**config.mk**
```make
export PLATFORM = sky130hd
export DESIGN_NAME = serial_add_ctrl
export DESIGN_NICKNAME = d
export VERILOG_FILES = /design/src/rtl/serial_add_ctrl.sv
export SDC_FILE = /design/constraint.sdc
export NUM_CORES = 1
export LEC_CHECK = 0
export CORE_MARGIN = 3
export CORE_UTILIZATION = 49
export DETAILED_ROUTE_END_ITERATION = 16
export GPL_TIMING_DRIVEN = 0
export PLACE_DENSITY = 0.8
export SETUP_SLACK_MARGIN = 0.4
export SLEW_MARGIN = 20
export SYNTH_ARGS = -nofsm -noshare
export SYNTH_HDL_FRONTEND = slang
export SYNTH_SLANG_ARGS = --single-unit
```
**constraint.sdc**
```tcl
create_clock -name Clk -period 2 [get_ports Clk]
set_clock_uncertainty 0.05 [all_clocks]
set_input_delay 0.5 -clock Clk [delete_from_list [all_inputs] [get_ports Clk]]
set_output_delay 0.5 -clock Clk [all_outputs]
set_load 0.005 [all_outputs]
```
**src/rtl/serial_add_ctrl.sv**
```systemverilog
// serial_add_ctrl
//   Bit-serial add/subtract sequencer built around one external single-bit
//   full-adder cell. Each clock it presents one operand bit pair and a carry
//   to the cell on FaA/FaB/FaC, then shifts the returned FaSum into Result
//   and keeps FaCarry for the next bit. Subtraction is A + ~B + 1.
//
// Ports
//   Clk, Rst        rising-edge clock, synchronous active-high reset
//   Start           request, only accepted while idle
//   Sub             0 = A+B, 1 = A-B (latched with Start)
//   CarryIn         carry-in for add, ignored for subtract
//   OpA, OpB        operands (latched with Start)
//   FaA, FaB, FaC   drive the external full-adder inputs
//   FaSum, FaCarry  outputs of the external full adder
//   Busy            high while an operation is running (ADD and DONE)
//   Done            one-cycle pulse when Result is valid
//   Result          sum/difference modulo 2^WIDTH
//   CarryOut        final carry (subtract: 1 = no borrow)
//   Overflow        signed overflow
module serial_add_ctrl #(
  parameter int WIDTH = 8
) (
  input  logic             Clk,
  input  logic             Rst,
  input  logic             Start,
  input  logic             Sub,
  input  logic             CarryIn,
  input  logic [WIDTH-1:0] OpA,
  input  logic [WIDTH-1:0] OpB,
  output logic             FaA,
  output logic             FaB,
  output logic             FaC,
  input  logic             FaSum,
  input  logic             FaCarry,
  output logic             Busy,
  output logic             Done,
  output logic [WIDTH-1:0] Result,
  output logic             CarryOut,
  output logic             Overflow
);

  localparam int CW = (WIDTH > 1) ? $clog2(WIDTH) : 1;
  localparam logic [CW-1:0] LAST_BIT = CW'(WIDTH - 1);

  localparam logic [1:0] S_IDLE = 2'd0;
  localparam logic [1:0] S_ADD  = 2'd1;
  localparam logic [1:0] S_DONE = 2'd2;

  logic [1:0]       state_reg;
  logic [CW-1:0]    count_reg;
  logic [WIDTH-1:0] sha_reg;
  logic [WIDTH-1:0] shb_reg;
  logic             sub_reg;
  logic             carry_reg;
  logic [WIDTH-1:0] result_reg;
  logic             carry_out_reg;
  logic             overflow_reg;

  logic in_add;

  always_ff @(posedge Clk) begin
    if (Rst) begin
      state_reg     <= S_IDLE;
      count_reg     <= '0;
      sha_reg       <= '0;
      shb_reg       <= '0;
      sub_reg       <= 1'b0;
      carry_reg     <= 1'b0;
      result_reg    <= '0;
      carry_out_reg <= 1'b0;
      overflow_reg  <= 1'b0;
    end else begin
      case (state_reg)
        S_IDLE: begin
          if (Start) begin
            sha_reg   <= OpA;
            shb_reg   <= OpB;
            sub_reg   <= Sub;
            // Subtract is A + ~B + 1, so the initial carry supplies the +1.
            carry_reg <= Sub ? 1'b1 : CarryIn;
            count_reg <= '0;
            state_reg <= S_ADD;
          end
        end

        S_ADD: begin
          // LSB first: after WIDTH shifts the first sum bit reaches bit 0.
          result_reg <= {FaSum, result_reg[WIDTH-1:1]};
          sha_reg    <= sha_reg >> 1;
          shb_reg    <= shb_reg >> 1;
          carry_reg  <= FaCarry;
          if (count_reg == LAST_BIT) begin
            // carry_reg here is the carry into the MSB.
            overflow_reg  <= carry_reg ^ FaCarry;
            carry_out_reg <= FaCarry;
            count_reg     <= '0;
            state_reg     <= S_DONE;
          end else begin
            count_reg <= count_reg + 1'b1;
          end
        end

        S_DONE: begin
          state_reg <= S_IDLE;
        end

        default: begin
          state_reg <= S_IDLE;
        end
      endcase
    end
  end

  assign in_add = (state_reg == S_ADD);

  // Gated so the shared adder cell sees a quiet zero input outside ADD.
  assign FaA = in_add & sha_reg[0];
  assign FaB = in_add & (shb_reg[0] ^ sub_reg);
  assign FaC = in_add & carry_reg;

  assign Busy     = (state_reg == S_ADD) || (state_reg == S_DONE);
  assign Done     = (state_reg == S_DONE);
  assign Result   = result_reg;
  assign CarryOut = carry_out_reg;
  assign Overflow = overflow_reg;

endmodule

```
==> results of run 1 <==
## cell type report
cell class | instances | share of cell area
Buffer | 13 | 0.0546
Sequential cell | 33 | 0.263
Inverter | 3 | 0.00926
Timing Repair Buffer | 60 | 0.232
Clock buffer | 7 | 0.0254
Clock inverter | 1 | 0.00195
Tap cell | 42 | 0.0205
Multi-Input combinational cell | 114 | 0.394
## routing by layer
metal  vias to the layer above  global-route usage
met5                         -                   0
met4                         0              0.0606
met3                        18              0.0863
met2                        71               0.451
met1                       778               0.278
li1                        704                   -
## path summary, 6_finish.rpt
kind	startpoint	end	cells after the start
hold / removal	CarryOut	CarryOut	2
hold reg to reg	CarryOut	CarryOut	2
setup / recovery	state_reg[1]	FaA	6
setup reg to reg	state_reg[1]	sha_reg[4]	10
## cell families after synthesis
family                   count (synthesis)
XOR/XNOR                                 2
AO/OA/AOI/OAI                           30
multiplexers                            25
flip-flops                              33
buffers and inverters                   16
AND/OR/NAND/NOR                         51
adder cells (fa/ha/maj)                  6
## Yosys cell counts, types with 4 or more instances
library cell,n
ha_1,6
clkbuf_1,4
nand2b_1,4
dfxtp_1,33
a21oi_1,10
a211oi_2,10
mux2i_1,24
nor2_1,26
buf_2,6
nand2_1,8
a211oi_1,4
## critical path: cells and delay by family, from the launching register on
family | cells | cell delay (ps)
buffers and inverters | 4 | 420
DFF | 1 | 370
adders and majority gates | 1 | 150
and+or+nand+nor | 1 | 140
## through the flow
| stage | instances | power, µW | hold WS (ps) | setup WS (ps) |
|---|---|---|---|---|
| floorplan | 163 | 1100 | 399 | 402 |
| global placement | 241 | 1220 | 396 | -177 |
| detailed placement | 241 | 1240 | 414 | -247 |
| CTS | 267 | 1870 | 430 | 52.7 |
| global route | 273 | 2160 | 442 | -0.596 |
| finish | 273 | 2080 | 432 | 39.5 |
## power by group through the flow
stage | logic (µW) | clock network (µW) | registers (µW)
2_1_floorplan | 334 | 0 | 770
3_3_place_gp | 447 | 0 | 777
3_5_place_dp | 462 | 0 | 783
4_1_cts | 650 | 440 | 780
5_1_grt | 877 | 481 | 805
6_report | 829 | 450 | 799
## timing repair
| item | in CTS | in global routing |
|---|---|---|
| cloned | 3 | 1 |
| endpoints found under the setup margin | 30 | 26 |
| pin swaps | 2 | 9 |
| setup buffers | 15 | 5 |
| resized for setup | 82 | 44 |
==> reports/metrics.csv, run 1 <==
stage,metric,value,unit
yosys,syn_nets,192,
setup_path,crit_path_end_kind,output port,
cells_and_area,syn_to_final_growth,62.9,%
yosys,synth_compound_area_frac,0.160,
yosys,synth_area_leader_cell,dfxtp_1,
timing,maxSlewViolCount,0,
placement,port_buffers,36,
clocking,cts_hold_repair.buffers,0,
cells_and_area,fillers,132,
global_routing,grt_overflow_total,0,
cells_and_area,final_common_cell,dfxtp_1,
timing,final.setup.tns,0,ps
clocking,path_clk_slew,100,ps
floorplanning,fp.dieArea,3930,µm²
floorplanning,die_h,62.7,µm
setup_path,cp.required,1450,ps
setup_path,critPathSlowestCell,dfxtp_2,
floorplanning,die_w,62.7,µm
routing,viasPerCell,5.75,
placement,gp_congestion,0.704,
cells_and_area,final-seq-area,674,µm²
yosys,synth_top_family_by_area,compound AO/OA/AOI/OAI gates,
clocking,cts_tree,built,
yosys,synthDistinctLibCells,26,
yosys,synth_xor_area_frac,0.0111,
yosys,syn_inst,163,
yosys,synth_top_flop_cell,dfxtp_1,
global_routing,grt_start_max_net_pins,11,
clocking,numCtsBuffers,5,
setup_path,crit_path_cell_trace,inv_2 > ha_4 > buf_6 > buf_8 > and2_4 > buf_6,
hold_path,hp-class,register to register,
cells_and_area,nets,259,
routing,dr_wl_met3,336,µm
power_and_ir_drop,clockPowerShare,0.217,
clocking,clock-sinks,33,
routing,top_layer,met4,
timing,finalCritPeriodShare,0.980,
setup_path,max_stage_delay,370,ps
cells_and_area,stdcell_area,2570,µm²
run,cap_violations,0,
routing,drtAntennaViolNets,0,
timing,setup_viol,0,
clocking,clockBufferDepth,2,
routing,wl_met2,2.85,mm
global_routing,antenna_found_initial,0,
yosys,syn_avg_cell_area,9.66,µm²
timing,slew_headroom,0.524,
global_routing,grt_pass1_wl,7.64,mm
timing,finalHoldViolCount,0,
cells_and_area,drive_gt1_frac,0.437,
cells_and_area,multi_input_area,1010,µm²
power_and_ir_drop,p_leak,0.00104,µW
yosys,synthArstFlopShare,0,
yosys,synth_sequential_area_ratio,0.419,
setup_path,reg2reg_slack,140,ps
global_routing,grt_usage,0.250,
yosys,yosysTopAreaCellShare,0.419,
yosys,synth_edf_count,0,
routing,wl_met1,2.29,mm
routing,drt-initial-drc-count,91,
timing,fmax,510,MHz
power_and_ir_drop,p_comb_frac,0.399,
yosys,synthTopCellsByArea,"dfxtp_1 (42%), mux2i_1 (15%), a211oi_2 (7.9%)",
yosys,synth_mux_area_frac,0.160,
floorplanning,initial_utilization,0.543,
setup_path,cp_common_cell,buf_6,
power_and_ir_drop,p_switching,706,µW
power_and_ir_drop,p_seq_frac,0.385,
floorplanning,core_area,2900,µm²
yosys,synth-seq-cells,33,
floorplanning,num_rows,19,
status,status,completed,
routing,num_vias,1571,
cells_and_area,final_core_util,0.885,
clocking,clockRootBuffer,clkbuf_4,
yosys,synth-simple-area-share,0.145,
setup_path,worstSetupPathType,register to output port,
routing,routed_wl,5.64,mm
global_routing,grt_pass1_vias,1529,
yosys,synthAdderAreaFrac,0.0477,
cells_and_area,n_antenna_cell,0,
yosys,syn-cell-area,1580,µm²
placement,post_dp_cell_area,1990,µm²
yosys,synth_warnings,0,
timing,tightest_slew,715,ps
power_and_ir_drop,p_per_area,810,nW/µm²
power_and_ir_drop,ir_drop,552,µV
timing,rsz0062_at_grt,true,
clocking,htreeDepth,2,
routing,wl_per_cell,20.7,µm
routing,drc,0,
setup_path,startpoint_type,register,
setup_path,cp.arrival,1410,ps
clocking,insertion_delay,350,ps
setup_path,crit_path_max_fanout,5,
routing,firstDrtPassIters,4,
floorplanning,io_pins,38,
timing,period_needed,1960,ps
power_and_ir_drop,p_int,1370,µW
cells_and_area,most-common-layout-cells,"dfxtp_1 (24), mux2i_1 (23), clkdlybuf4s50_1 (21)",
placement,hpwl,2.61,mm
power_and_ir_drop,switching_share,0.340,
Note: power is estimated with default switching activity, not from simulation.
==> inputs of run 2 (changes only) <==
CTS_CLUSTER_DIAMETER = 30   (was default)
clock period = 2.1 ns   (was 2 ns; I/O delays follow)
==> run 2 against run 1 <==
Effect of this change: sequential power is 6.5% lower; sequential share of layout area is 1.8 points higher; clock-buffer cell count stayed put; sequential cell count stayed put; largest cell class unchanged; wire length is 15% lower; clock power is 7.3% lower; hold slack better by 14 ps; worst setup slack better by 86 ps; total power is 12% lower; critical path depth stayed put; via count is 5.8% lower; first-iteration DRC count is 26% lower.
==> reports/metrics.csv, run 2 (synthesis gave the netlist of run 1 again) <==
stage,metric,value,unit
status,status,completed,
run,cap_violations,0,
cells_and_area,syn_to_final_growth,52.4,%
placement,hpwl,2.61,mm
power_and_ir_drop,p_leak,0.000983,µW
placement,port_buffers,36,
floorplanning,core_area,2900,µm²
setup_path,worstReg2RegEnd,sha_reg[6],
setup_path,crit_path_end_kind,output port,
setup_path,reg2reg_slack,210,ps
setup_path,setup.worst_path.start,state_reg[1],
timing,period_needed,1970,ps
hold_path,hp-class,register to register,
routing,drtAntennaViolNets,0,
timing,final.setup.tns,0,ps
floorplanning,fp.dieArea,3930,µm²
floorplanning,io_pins,38,
timing,setup_viol,0,
timing,slew_headroom,0.493,
clocking,clock-sinks,33,
global_routing,grt_usage,0.209,
global_routing,grt_pass1_vias,1404,
setup_path,cp_common_cell,buf_6,
setup_path,critPathSlowestCell,dfxtp_2,
setup_path,startpoint_type,register,
setup_path,crit_path_cell_trace,inv_2 > ha_4 > buf_6 > buf_8 > and2_4 > buf_6,
timing,finalCritPeriodShare,0.940,
power_and_ir_drop,ir_drop,493,µV
cells_and_area,fin_cells,269,
timing,tightest_slew,760,ps
routing,wl_per_cell,17.8,µm
setup_path,r2r-start,state_reg[1],
setup_path,max_stage_delay,360,ps
routing,viasPerCell,5.50,
global_routing,grt_start_max_net_pins,11,
cells_and_area,most-common-layout-cells,"dfxtp_1 (24), mux2i_1 (24), clkdlybuf4s50_1 (21)",
routing,drc,0,
setup_path,cp.arrival,1400,ps
setup_path,worstSetupPathType,register to output port,
global_routing,antenna_found_initial,0,
timing,fmax,506,MHz
power_and_ir_drop,p_per_area,764,nW/µm²
clocking,path_clk_slew,100,ps
floorplanning,num_rows,19,
setup_path,cp.required,1520,ps
cells_and_area,n_antenna_cell,0,
floorplanning,initial_utilization,0.543,
routing,routed_wl,4.78,mm
global_routing,grt_pass1_wl,6.52,mm
placement,placed_cells,241,
timing,rsz0062_at_grt,true,
routing,firstDrtPassIters,4,
clocking,htreeDepth,2,
clocking,clockRootBuffer,clkbuf_4,
cells_and_area,stdcell_area,2400,µm²
floorplanning,die_w,62.7,µm
routing,num_vias,1480,
placement,post_dp_cell_area,1990,µm²
setup_path,crit_end,FaC,
placement,gp_congestion,0.704,
floorplanning,die_h,62.7,µm
routing,drt-initial-drc-count,67,
timing,maxSlewViolCount,0,
timing,finalHoldViolCount,0,
cells_and_area,nets,255,
setup_path,crit_path_max_fanout,5,
clocking,insertion_delay,340,ps
cells_and_area,drive_gt1_frac,0.357,
global_routing,grt_overflow_total,0,
clocking,clockBufferDepth,2,
clocking,numCtsBuffers,5,
setup_path,reg2reg_depth,10,
clocking,cts_hold_repair.buffers,0,
clocking,cts_tree,built,
## run 2: changes by cell type in the layout (fill, tap and decap cells not counted), moves of 2 or more
| cell | delta |
|---|---|
| buf_6 | -2 |
| a21oi_1 | +3 |
| nor2_1 | +8 |
| a211oi_2 | -2 |
| buf_2 | +2 |
| buf_8 | -2 |
| a21oi_2 | -3 |
| nor2_2 | -4 |
| nor2_4 | -4 |
## run 2: worst max-delay path, delay by kind of cell (launching register included)
family | cells | cell delay (ps)
fa+ha+maj | 1 | 150
buf+inv | 4 | 410
simple gates | 1 | 130
flops | 1 | 360
## run 2: report_power, final
group	leakage (µW)	internal, µW	switching [µW]
combinational	0.000666	351	320
clock	0.0000413	194	223
sequential	0.000275	692	55.1
## run 2: layout make-up
cell class | instances | area [µm²]
fill | 176 | 499
buffer | 13 | 123
timing repair buffer | 56 | 522
tap | 42 | 52.6
clock buffer | 7 | 65.1
multi-input combinational | 114 | 936
sequential | 33 | 674
clock inverter | 1 | 5.00
inverter | 3 | 23.8
## run 2: what timing repair did
action                                  in CTS  in global routing
endpoints found under the setup margin      15                 19
pin swaps                                    0                  3
gates cloned                                 0                  1
resized for setup                           54                 37
buffers inserted                            11                  8
## run 2: metrics by stage
stage	setup slack [ps]	util	hold WS (ps)	power, µW
2_1_floorplan	477	-	399	1050
3_3_place_gp	-102	0.686	396	1170
3_5_place_dp	-172	0.686	414	1190
4_1_cts	128	0.750	430	1640
5_1_grt	83.3	0.828	455	1930
6_report	125	0.828	446	1830
## run 2: layer usage
metal	wire (µm)	track usage
met1	1830	0.237
met2	2440	0.365
met3	344	0.0845
met4	157	0.0496
met5	0	0
## run 2: worst min path at each step
stage                 startpoint            to  slack (ps)  cells past startpoint
floorplan           count_reg[0]  count_reg[0]         400                      2
global placement        CarryOut      CarryOut         400                      2
detailed placement       sub_reg       sub_reg         410                      2
CTS                      sub_reg       sub_reg         430                      2
global route            CarryOut      CarryOut         460                      2
finish                  CarryOut      CarryOut         450                      2
